**src/rtl/proc_gen_if.sv**
```systemverilog
// proc_gen_if: groups the processor's run control, instruction/data input,
// read-back select and status/bus outputs into one bundle.
//   master : the instruction/data source and observer (drives Run, DIN, RegSel)
//   slave  : the processor core (drives Done, BusWires, RegOut, Zflag, Halted)
interface proc_gen_if #(
    parameter int DATAWIDTH = 9,
    parameter int REG_BITS  = 3
);
    logic                 Run;
    logic [DATAWIDTH-1:0] DIN;
    logic [REG_BITS-1:0]  RegSel;
    logic                 Done;
    logic [DATAWIDTH-1:0] BusWires;
    logic [DATAWIDTH-1:0] RegOut;
    logic                 Zflag;
    logic                 Halted;

    modport master (
        output Run, DIN, RegSel,
        input  Done, BusWires, RegOut, Zflag, Halted
    );

    modport slave (
        input  Run, DIN, RegSel,
        output Done, BusWires, RegOut, Zflag, Halted
    );
endinterface

```
**src/rtl/proc_gen.sv**
```systemverilog
// proc_gen: parametrised multicycle bus processor.
//   Clock     : rising-edge system clock
//   Reset     : asynchronous active-high reset, clears all state
//   pbus      : proc_gen_if slave -- Run/DIN/RegSel in;
//               Done (comb), BusWires, RegOut (comb read-back), Zflag, Halted out
// Instruction word (low 3+2*REG_BITS bits of DIN): {op[2:0], X, Y}.
// mv/mvi/mvnz/halt take 2 cycles (fetch + execute), ALU ops take 4.
module proc_gen #(
    parameter int DATAWIDTH = 9,
    parameter int REG_BITS  = 3
) (
    input  logic     Clock,
    input  logic     Reset,
    proc_gen_if.slave pbus
);
    localparam int IW      = 3 + 2 * REG_BITS;
    localparam int REG_NUM = 2 ** REG_BITS;

    typedef enum logic [1:0] {T0, T1, T2, T3} tstep_t;
    typedef enum logic [2:0] {
        OP_MV, OP_MVI, OP_ADD, OP_SUB, OP_MVNZ, OP_AND, OP_XOR, OP_HALT
    } op_t;
    typedef enum logic [1:0] {SRC_NONE, SRC_REG, SRC_G, SRC_DIN} src_t;

    logic [DATAWIDTH-1:0] r_regs [REG_NUM];
    logic [DATAWIDTH-1:0] r_a;
    logic [DATAWIDTH-1:0] r_g;
    logic [IW-1:0]        r_ir;
    tstep_t               r_tstep;
    logic                 r_zflag;
    logic                 r_halted;

    tstep_t               w_tstep_next;
    op_t                  w_op;
    logic [REG_BITS-1:0]  w_x;
    logic [REG_BITS-1:0]  w_y;
    src_t                 w_src;
    logic [REG_BITS-1:0]  w_src_idx;
    logic                 w_done;
    logic                 w_ir_in;
    logic                 w_a_in;
    logic                 w_g_in;
    logic                 w_rx_in;
    logic                 w_halt_set;
    logic [DATAWIDTH-1:0] w_bus;
    logic [DATAWIDTH-1:0] w_alu;

    assign w_op = op_t'(r_ir[IW-1 -: 3]);
    assign w_x  = r_ir[2*REG_BITS-1 -: REG_BITS];
    assign w_y  = r_ir[REG_BITS-1:0];

    // NOTE: every signal written here gets a default first, so no path
    // through the case statements leaves a value held (no latches).
    always_comb begin
        w_tstep_next = T0;
        w_src        = SRC_NONE;
        w_src_idx    = '0;
        w_done       = 1'b0;
        w_ir_in      = 1'b0;
        w_a_in       = 1'b0;
        w_g_in       = 1'b0;
        w_rx_in      = 1'b0;
        w_halt_set   = 1'b0;
        if (!r_halted) begin
            unique case (r_tstep)
                T0: begin
                    // IR reloads on every T0 cycle, even while waiting for Run.
                    w_ir_in      = 1'b1;
                    w_tstep_next = pbus.Run ? T1 : T0;
                end
                T1: begin
                    unique case (w_op)
                        OP_MV: begin
                            w_src     = SRC_REG;
                            w_src_idx = w_y;
                            w_rx_in   = 1'b1;
                            w_done    = 1'b1;
                        end
                        OP_MVI: begin
                            w_src   = SRC_DIN;
                            w_rx_in = 1'b1;
                            w_done  = 1'b1;
                        end
                        OP_MVNZ: begin
                            if (!r_zflag) begin
                                w_src     = SRC_REG;
                                w_src_idx = w_y;
                                w_rx_in   = 1'b1;
                            end
                            w_done = 1'b1;
                        end
                        OP_HALT: begin
                            w_halt_set = 1'b1;
                            w_done     = 1'b1;
                        end
                        default: begin
                            // ALU ops: latch first operand R[X] into A.
                            w_src        = SRC_REG;
                            w_src_idx    = w_x;
                            w_a_in       = 1'b1;
                            w_tstep_next = T2;
                        end
                    endcase
                end
                T2: begin
                    w_src        = SRC_REG;
                    w_src_idx    = w_y;
                    w_g_in       = 1'b1;
                    w_tstep_next = T3;
                end
                T3: begin
                    w_src   = SRC_G;
                    w_rx_in = 1'b1;
                    w_done  = 1'b1;
                end
            endcase
        end
    end

    always_comb begin
        w_bus = '0;
        unique case (w_src)
            SRC_REG:  w_bus = r_regs[w_src_idx];
            SRC_G:    w_bus = r_g;
            SRC_DIN:  w_bus = pbus.DIN;
            default:  w_bus = '0;
        endcase
    end

    // Only ALU opcodes ever reach T2; carries/borrows drop off the top.
    always_comb begin
        w_alu = '0;
        unique case (w_op)
            OP_SUB:  w_alu = r_a - w_bus;
            OP_AND:  w_alu = r_a & w_bus;
            OP_XOR:  w_alu = r_a ^ w_bus;
            default: w_alu = r_a + w_bus;
        endcase
    end

    always_ff @(posedge Clock or posedge Reset) begin
        if (Reset) begin
            r_tstep <= T0;
        end else begin
            // NOTE: state uses non-blocking assignments so every register
            // samples pre-edge values, independent of statement order.
            r_tstep <= w_tstep_next;
        end
    end

    always_ff @(posedge Clock or posedge Reset) begin
        if (Reset) begin
            // NOTE: the register file is architecturally visible after reset
            // (all zeros), so it is reset here rather than left as a RAM.
            for (int i = 0; i < REG_NUM; i++) r_regs[i] <= '0;
            r_a      <= '0;
            r_g      <= '0;
            r_ir     <= '0;
            r_zflag  <= 1'b0;
            r_halted <= 1'b0;
        end else begin
            if (w_ir_in)    r_ir         <= pbus.DIN[IW-1:0];
            if (w_a_in)     r_a          <= w_bus;
            if (w_rx_in)    r_regs[w_x]  <= w_bus;
            if (w_halt_set) r_halted     <= 1'b1;
            if (w_g_in) begin
                r_g     <= w_alu;
                r_zflag <= (w_alu == '0);
            end
        end
    end

    assign pbus.Done     = w_done;
    assign pbus.BusWires = w_bus;
    assign pbus.RegOut   = r_regs[pbus.RegSel];
    assign pbus.Zflag    = r_zflag;
    assign pbus.Halted   = r_halted;
endmodule

```
**src/flat_wrapper.sv**
```systemverilog
// flat-port wrapper written by rule: the top's interface ports become plain ports
module proc_gen_flat 
#(
    parameter int DATAWIDTH = 9,
    parameter int REG_BITS  = 3
)
  (Clock, Reset, pbus_Run, pbus_DIN, pbus_RegSel, pbus_Done, pbus_BusWires, pbus_RegOut, pbus_Zflag, pbus_Halted);
  proc_gen_if #(.DATAWIDTH(DATAWIDTH), .REG_BITS(REG_BITS)) pbus_i ();
  input  logic Clock;
  input  logic Reset;
  input wire logic [$bits(pbus_i.Run)-1:0] pbus_Run;
  input wire logic [$bits(pbus_i.DIN)-1:0] pbus_DIN;
  input wire logic [$bits(pbus_i.RegSel)-1:0] pbus_RegSel;
  output wire logic [$bits(pbus_i.Done)-1:0] pbus_Done;
  output wire logic [$bits(pbus_i.BusWires)-1:0] pbus_BusWires;
  output wire logic [$bits(pbus_i.RegOut)-1:0] pbus_RegOut;
  output wire logic [$bits(pbus_i.Zflag)-1:0] pbus_Zflag;
  output wire logic [$bits(pbus_i.Halted)-1:0] pbus_Halted;
  assign pbus_i.Run = pbus_Run;
  assign pbus_i.DIN = pbus_DIN;
  assign pbus_i.RegSel = pbus_RegSel;
  assign pbus_Done = pbus_i.Done;
  assign pbus_BusWires = pbus_i.BusWires;
  assign pbus_RegOut = pbus_i.RegOut;
  assign pbus_Zflag = pbus_i.Zflag;
  assign pbus_Halted = pbus_i.Halted;
  proc_gen #(.DATAWIDTH(DATAWIDTH), .REG_BITS(REG_BITS)) u_core (.Clock(Clock), .Reset(Reset), .pbus(pbus_i));
endmodule
```
**config.mk**
```make
export PLATFORM = sky130hd
export DESIGN_NAME = proc_gen_flat
export DESIGN_NICKNAME = d
export VERILOG_FILES = /design/src/rtl/proc_gen_if.sv /design/src/rtl/proc_gen.sv /design/src/flat_wrapper.sv
export SDC_FILE = /design/constraint.sdc
export NUM_CORES = 1
export LEC_CHECK = 0
export BUFFER_PORTS_ARGS = -buffer_cell sky130_fd_sc_hd__buf_2
export CORE_ASPECT_RATIO = 0.6
export CORE_MARGIN = 4
export CORE_UTILIZATION = 56
export CTS_CLUSTER_SIZE = 14
export DETAILED_ROUTE_END_ITERATION = 16
export PLACE_DENSITY_LB_ADDON = 0.2
export SETUP_SLACK_MARGIN = 0.5
export SKIP_LAST_GASP = 1
export SLEW_MARGIN = 40
export SYNTH_ARGS = -nofsm -noshare
export SYNTH_HDL_FRONTEND = slang
export SYNTH_SLANG_ARGS = --single-unit
```
**constraint.sdc**
```tcl
create_clock -name Clock -period 4.75 [get_ports Clock]
set_input_delay 0.95 -clock Clock [delete_from_list [all_inputs] [get_ports Clock]]
set_output_delay 0.95 -clock Clock [all_outputs]
set_load 0.05 [all_outputs]
```
== After elaboration in Yosys (flattened, before gate mapping) ==
Cells that the tools add are included.

* Memories kept: 0
* Bits in registers: 103
* Latch bits: 0
* Memory bits (writable): 0
* Memory bits (read-only): 0
* Input bits: 15
* Word-level logic and storage cells: 84
* Output and inout port bits: 21

* Shift operators: 0
* Multipliers: 0
* Multiplexer cells: 40
* Magnitude comparators: 4
* Reduce and logical (&&, ||, !) cells: 7
* Add/subtract/negate cells: 2
* Equality and inequality tests: 12
* Div/mod/pow operators: 0
* Bitwise operators: 5

{| class="wikitable"
|+ Operators with widths
! operator !! number
|-
| $bwmux W72 || 1
|-
| $bmux W9 S3 || 2
|-
| $pmux W9 S3 || 2
|-
| $mux W9 || 5
|-
| $demux W9 S3 || 1
|-
| $pmux W2 S3 || 3
|-
| $mux W1 || 16
|-
| $eq A3 B3 Y1 const B || 4
|-
| $ge A4 B4 Y1 const B || 3
|-
| $not A3 Y4 || 3
|-
| $add A9 B9 Y9 || 1
|-
| $and A9 B9 Y9 || 1
|-
| $logic_not A9 Y1 || 1
|-
| $pmux W3 S3 || 1
|-
| $sub A9 B9 Y9 || 1
|-
| $xor A9 B9 Y9 || 1
|-
| $eq A2 B2 Y1 const B || 4
|-
| $mux W2 || 3
|-
| $mux W3 || 2
|-
| $pmux W1 S2 || 3
|-
| $pmux W3 S2 || 1
|-
| $eq A2 B1 Y1 const B || 2
|-
| $lt A4 B1 Y1 const B || 1
|-
| $reduce_or A2 Y1 || 2
|-
| other kinds (6) || 6
|}

== Logic depth before layout (Yosys ltp) ==
* Depth after elaboration: 13
* Mapped depth: 26
* Mapped depth without buffers: 22

== Worst setup path before layout ==
Ideal clock, no wire load.

* Kind: reg-to-reg
* From: register u_core.r_tstep[1]
* To: register u_core.r_zflag, in the netlist u_core.pbus.Zflag
* Required time: 4628 ps
* Period minus slack after synthesis: 5122 ps
* Path slack: -372 ps
* Arrival: 5001 ps
* Cell stages (with the launch flop): 25
* Cells stage by stage: dfrtp_1 -> inv_1 -> ha_1 -> buf_4 -> and2b_4 -> a31oi_2 -> a21oi_2 -> buf_2 -> mux2i_1 -> a211oi_1 -> nor3_1 -> clkbuf_1 -> ha_1 -> o21ai_0 -> ha_1 -> nor2b_1 -> o21a_1 -> o21ai_0 -> a21o_1 -> a21boi_0 -> o21a_1 -> o311ai_0 -> nor4b_1 -> mux2i_1 -> nand2_1

* Cells in the longest elaborated chain, start to end: 11

{| class="wikitable"
|+ Ends and longest elaborated chain
! item !! line !! text
|-
| from (decl) || proc_gen.sv:29 || <nowiki>tstep_t r_tstep;</nowiki>
|-
| from (signal assigned) || proc_gen.sv:147 || <nowiki>r_tstep <= w_tstep_next;</nowiki>
|-
| $eq A2 B2 Y1 / $eq A2 B1 Y1 (equally long branches) || proc_gen.sv:65 || <nowiki>unique case (r_tstep)</nowiki>
|-
| $pmux W3 S2 || proc_gen.sv:65 ||
|-
| $mux W3 || proc_gen.sv:64 || <nowiki>if (!r_halted) begin</nowiki>
|-
| $not A3 Y4 (not written as such) || proc_gen.sv:123 || <nowiki>SRC_REG: w_bus = r_regs[w_src_idx];</nowiki>
|-
| $bmux W9 S3 || proc_gen.sv:123 ||
|-
| $mux W9 (not written as such) (2 in series) || proc_gen.sv:123 ||
|-
| $pmux W9 S3 || proc_gen.sv:122 || <nowiki>unique case (w_src)</nowiki>
|-
| $add A9 B9 Y9, or another cell as far along || proc_gen.sv:137 || <nowiki>default: w_alu = r_a + w_bus;</nowiki>
|-
| $pmux W9 S3 || proc_gen.sv:133 || <nowiki>unique case (w_op)</nowiki>
|-
| $logic_not A9 Y1 || proc_gen.sv:168 || <nowiki>r_zflag <= (w_alu == '0);</nowiki>
|-
| to (signal assigned) || proc_gen.sv:168 ||
|-
| to (decl) || proc_gen.sv:30 || <nowiki>logic r_zflag;</nowiki>
|}

Parallel ways exist; a longest one is shown, timed or not. The select of a mux whose other input is x is not followed.
A chain may end at the register's enable or synchronous reset.

== Worst setup path in the final report ==
* From: register u_core.r_tstep[1]
* To: register u_core.r_g[3]

* Cells in the longest elaborated chain, start to end: 10

{| class="wikitable"
|+ Ends and longest elaborated chain
! item !! line !! text
|-
| $eq A2 B2 Y1 / $eq A2 B1 Y1 (equally long branches) || proc_gen.sv:65 ||
|-
| $pmux W3 S2 || proc_gen.sv:65 ||
|-
| $mux W3 || proc_gen.sv:64 ||
|-
| $not A3 Y4 (not written as such) || proc_gen.sv:123 ||
|-
| $bmux W9 S3 || proc_gen.sv:123 ||
|-
| $mux W9 (not written as such) (2 in series) || proc_gen.sv:123 ||
|-
| $pmux W9 S3 || proc_gen.sv:122 ||
|-
| $add A9 B9 Y9, or another cell as far along || proc_gen.sv:137 ||
|-
| $pmux W9 S3 || proc_gen.sv:133 ||
|-
| to (signal assigned) || proc_gen.sv:167 || <nowiki>r_g <= w_alu;</nowiki>
|-
| to (decl) || proc_gen.sv:27 || <nowiki>logic [DATAWIDTH-1:0] r_g;</nowiki>
|}

Parallel ways exist; a longest one is shown, timed or not. The select of a mux whose other input is x is not followed.

==> run metrics <==
Core ar.=10780 um2; syn_area_per_cell=9.929 um2; MaxCap Viol Count=0; first-pass GRT wire length=30380 um; DIE HEIGHT=90.19 um; peak supply drop=0.4864 mV; initial antenna violation count=0; final wirelength=18900 um; Seq/Total Area, Yosys=40.88%; post-synth top area share=40.88%; total power draw=5662 uW; GRT Total Usage=29.19%; clock-pin transition on the worst setup and hold timing paths=0.07 ns; hold_buf cts=0; post-synth net total=674; Slew Limit Fails=0; Synth Instances=635; final hold violation count=0; grt ovf=0; critical path startpoint category=flop; CTS root buf=clkbuf_16; total CTS buffers=9; Power Density=732.8 nW/um2; cell taking the most area after synthesis=dfrtp_1; Worst setup endpoint=u_core.r_g[3]; final setup violation count=0; FP Rows=29; CTS tree=done; Final nets=755; Max Buffers Root-to-Sink=2; RSZ-0062 raised after global routing=yes; Worst Tran Pin Value=0.7810 ns; Synth async-reset ratio=100.0%; Routed Antenna Nets=0; Seq cells post-synth=103; CP Max Fanout=5; status=complete, no violations; Ant. Diodes=0; data required time of the critical path=5.03 ns; fin crit period=4.591 ns; Hold Crit Class=flop to flop; cell leakage power=0.003280 uW; port bufs=35; first-pass iteration count of the detailed router=6; DP HPWL=13240 um; FF-to-FF setup slack=0.16 ns; drt drc=0; Slew HR=47.81%; vias in the first global route=5534; GP Congestion=0.9448; CTS Sinks=103; R2R Path End=u_core.r_g[3]; Peak Freq=217.8 MHz; reg2reg start=u_core.r_tstep[1]; routed len/inst=21.98 um; Distinct cells, synth=70; critical setup path kind=flop to flop; cell with the most instances after synthesis=dfrtp_1; Post-synth EDFFs=0; Die ar.=13080 um2; most frequent cells after synthesis=dfrtp_1 (103), nand2_1 (69), nor2_1 (69); cell area after synthesis=6305 um2; pin count of the biggest net entering global routing=88; Initial Utilization=58.50%; yosys warns=0; post-layout util=71.69%; Crit. End Element=flop; Layout area overhead=22.54%; Critical Path Start=u_core.r_tstep[1]; slowest cell on the critical path=dfrtp_1; Layout Skew=0.008145 ns; worst r2r path cells=26; most frequent CP cell=buf_4; IO Count=36; H-tree levels=3; Area contributors post-synth=dfrtp_1 (41%), mux4_2 (6.8%), mux2_2 (6.4%); insertion delay to the later sink of the worst-skew pair=0.35 ns; vias post-DR=5578; die width=145.0 um; Final Cycle Share=96.66%; WHS=0.4795 ns; worst path arrival time=4.87 ns; Avg Vias per Cell=6.486; share of cells above drive strength 1=36.89%; predominant post-synthesis flop cell=dfrtp_1; drt first-iter violations=734; slowest stage delay, CP=0.41 ns
flip-flops by register name, summed over array words and instances (netlist names):
name	cells
u_core.pbus.Halted	1
u_core.pbus.Zflag	1
u_core.r_ir	9
u_core.r_g	9
u_core.r_a	9
u_core.r_regs	72
u_core.r_tstep	2
critical path, delay by kind of cell, from the launching register on:
kind	cells	cell delay, ns
buffers and inverters	11	1.52
AO/OA/AOI/OAI	8	1.19
adder cells (fa/ha/maj)	3	0.59
AND/OR/NAND/NOR	3	0.55
flip-flops	1	0.41
multiplexers	1	0.25
how the worst min path moves through the flow:
| stage | startpoint | to | cells past startpoint |
|---|---|---|---|
| after floorplan | u_core.r_g[2] | u_core.r_g[2] | 2 |
| after global placement | u_core.r_g[2] | u_core.r_g[2] | 2 |
| after detailed placement | u_core.r_g[1] | u_core.r_g[1] | 2 |
| after CTS | u_core.r_g[1] | u_core.r_g[1] | 2 |
| after global routing | u_core.r_g[5] | u_core.r_g[5] | 2 |
| final | u_core.r_g[1] | u_core.r_g[1] | 2 |
per-stage QoR:
step / cell area, um2 / TNS [ns] / worst slack, ns / cells
6_report: 7726 / 0 / 0.1588 / 860
5_1_grt: 7726 / -0.1364 / -0.1109 / 860
4_1_cts: 7607 / 0 / 0.3466 / 855
3_5_place_dp: 6898 / -0.2185 / -0.1181 / 807
3_3_place_gp: 6882 / 0 / 0.03241 / 806
2_1_floorplan: 6442 / 0 / 0.1762 / 635
where the power goes:
part           switching (uW)  internal, uW  leakage, uW
sequential                354          1210      0.00118
combinational            1740          1540      0.00194
clock                     325           491     0.000166
logic make-up (layout without fill, tap and decap cells):
family | Yosys count | in the layout | share of synthesized area, %
multiplexers | 78 | 78 | 16.87
adder cells (fa/ha/maj) | 24 | 24 | 4.882
flip-flops | 103 | 103 | 40.88
buffers and inverters | 62 | 148 | 4.485
AO/OA/AOI/OAI | 166 | 166 | 17.52
AND/OR/NAND/NOR | 191 | 191 | 13.83
XOR/XNOR | 11 | 11 | 1.528
repair_timing:
action                                  4_1_cts  5_1_grt
pin swaps                                    30       10
gates resized for setup                      38       14
setup buffers                                32        4
endpoints found under the setup margin        8        6
routing by layer:
layer	share of wire, %	track usage [%]	routed length [um]
met5	0	0	0
met1	44	44.69	8350
met3	11	7.035	2083
met4	2.1	7.115	394
met2	43	41.81	8075
layout by cell type (no fill, tap or decap), drive strengths merged, types with 8 or more instances in the layout:
cell    instances
a31oi           8
nor2           69
nand3          11
dfrtp         103
a211oi         12
mux2i          23
ha             23
mux2           36
mux4           19
buf           115
xnor2          10
a21oi          70
inv            18
nand2          70
o21ai          27
clkbuf         11
a221oi          8
layout make-up:
cell class / count / area, um2
timing repair buffer: 115 / 790.8
fill: 784 / 3050
clock inverter: 5 / 78.83
sequential: 103 / 2582
inverter: 17 / 76.32
multi-input combinational: 470 / 3771
tap: 139 / 173.9
clock buffer: 11 / 252.7
Power figures use the tool's default switching activity.
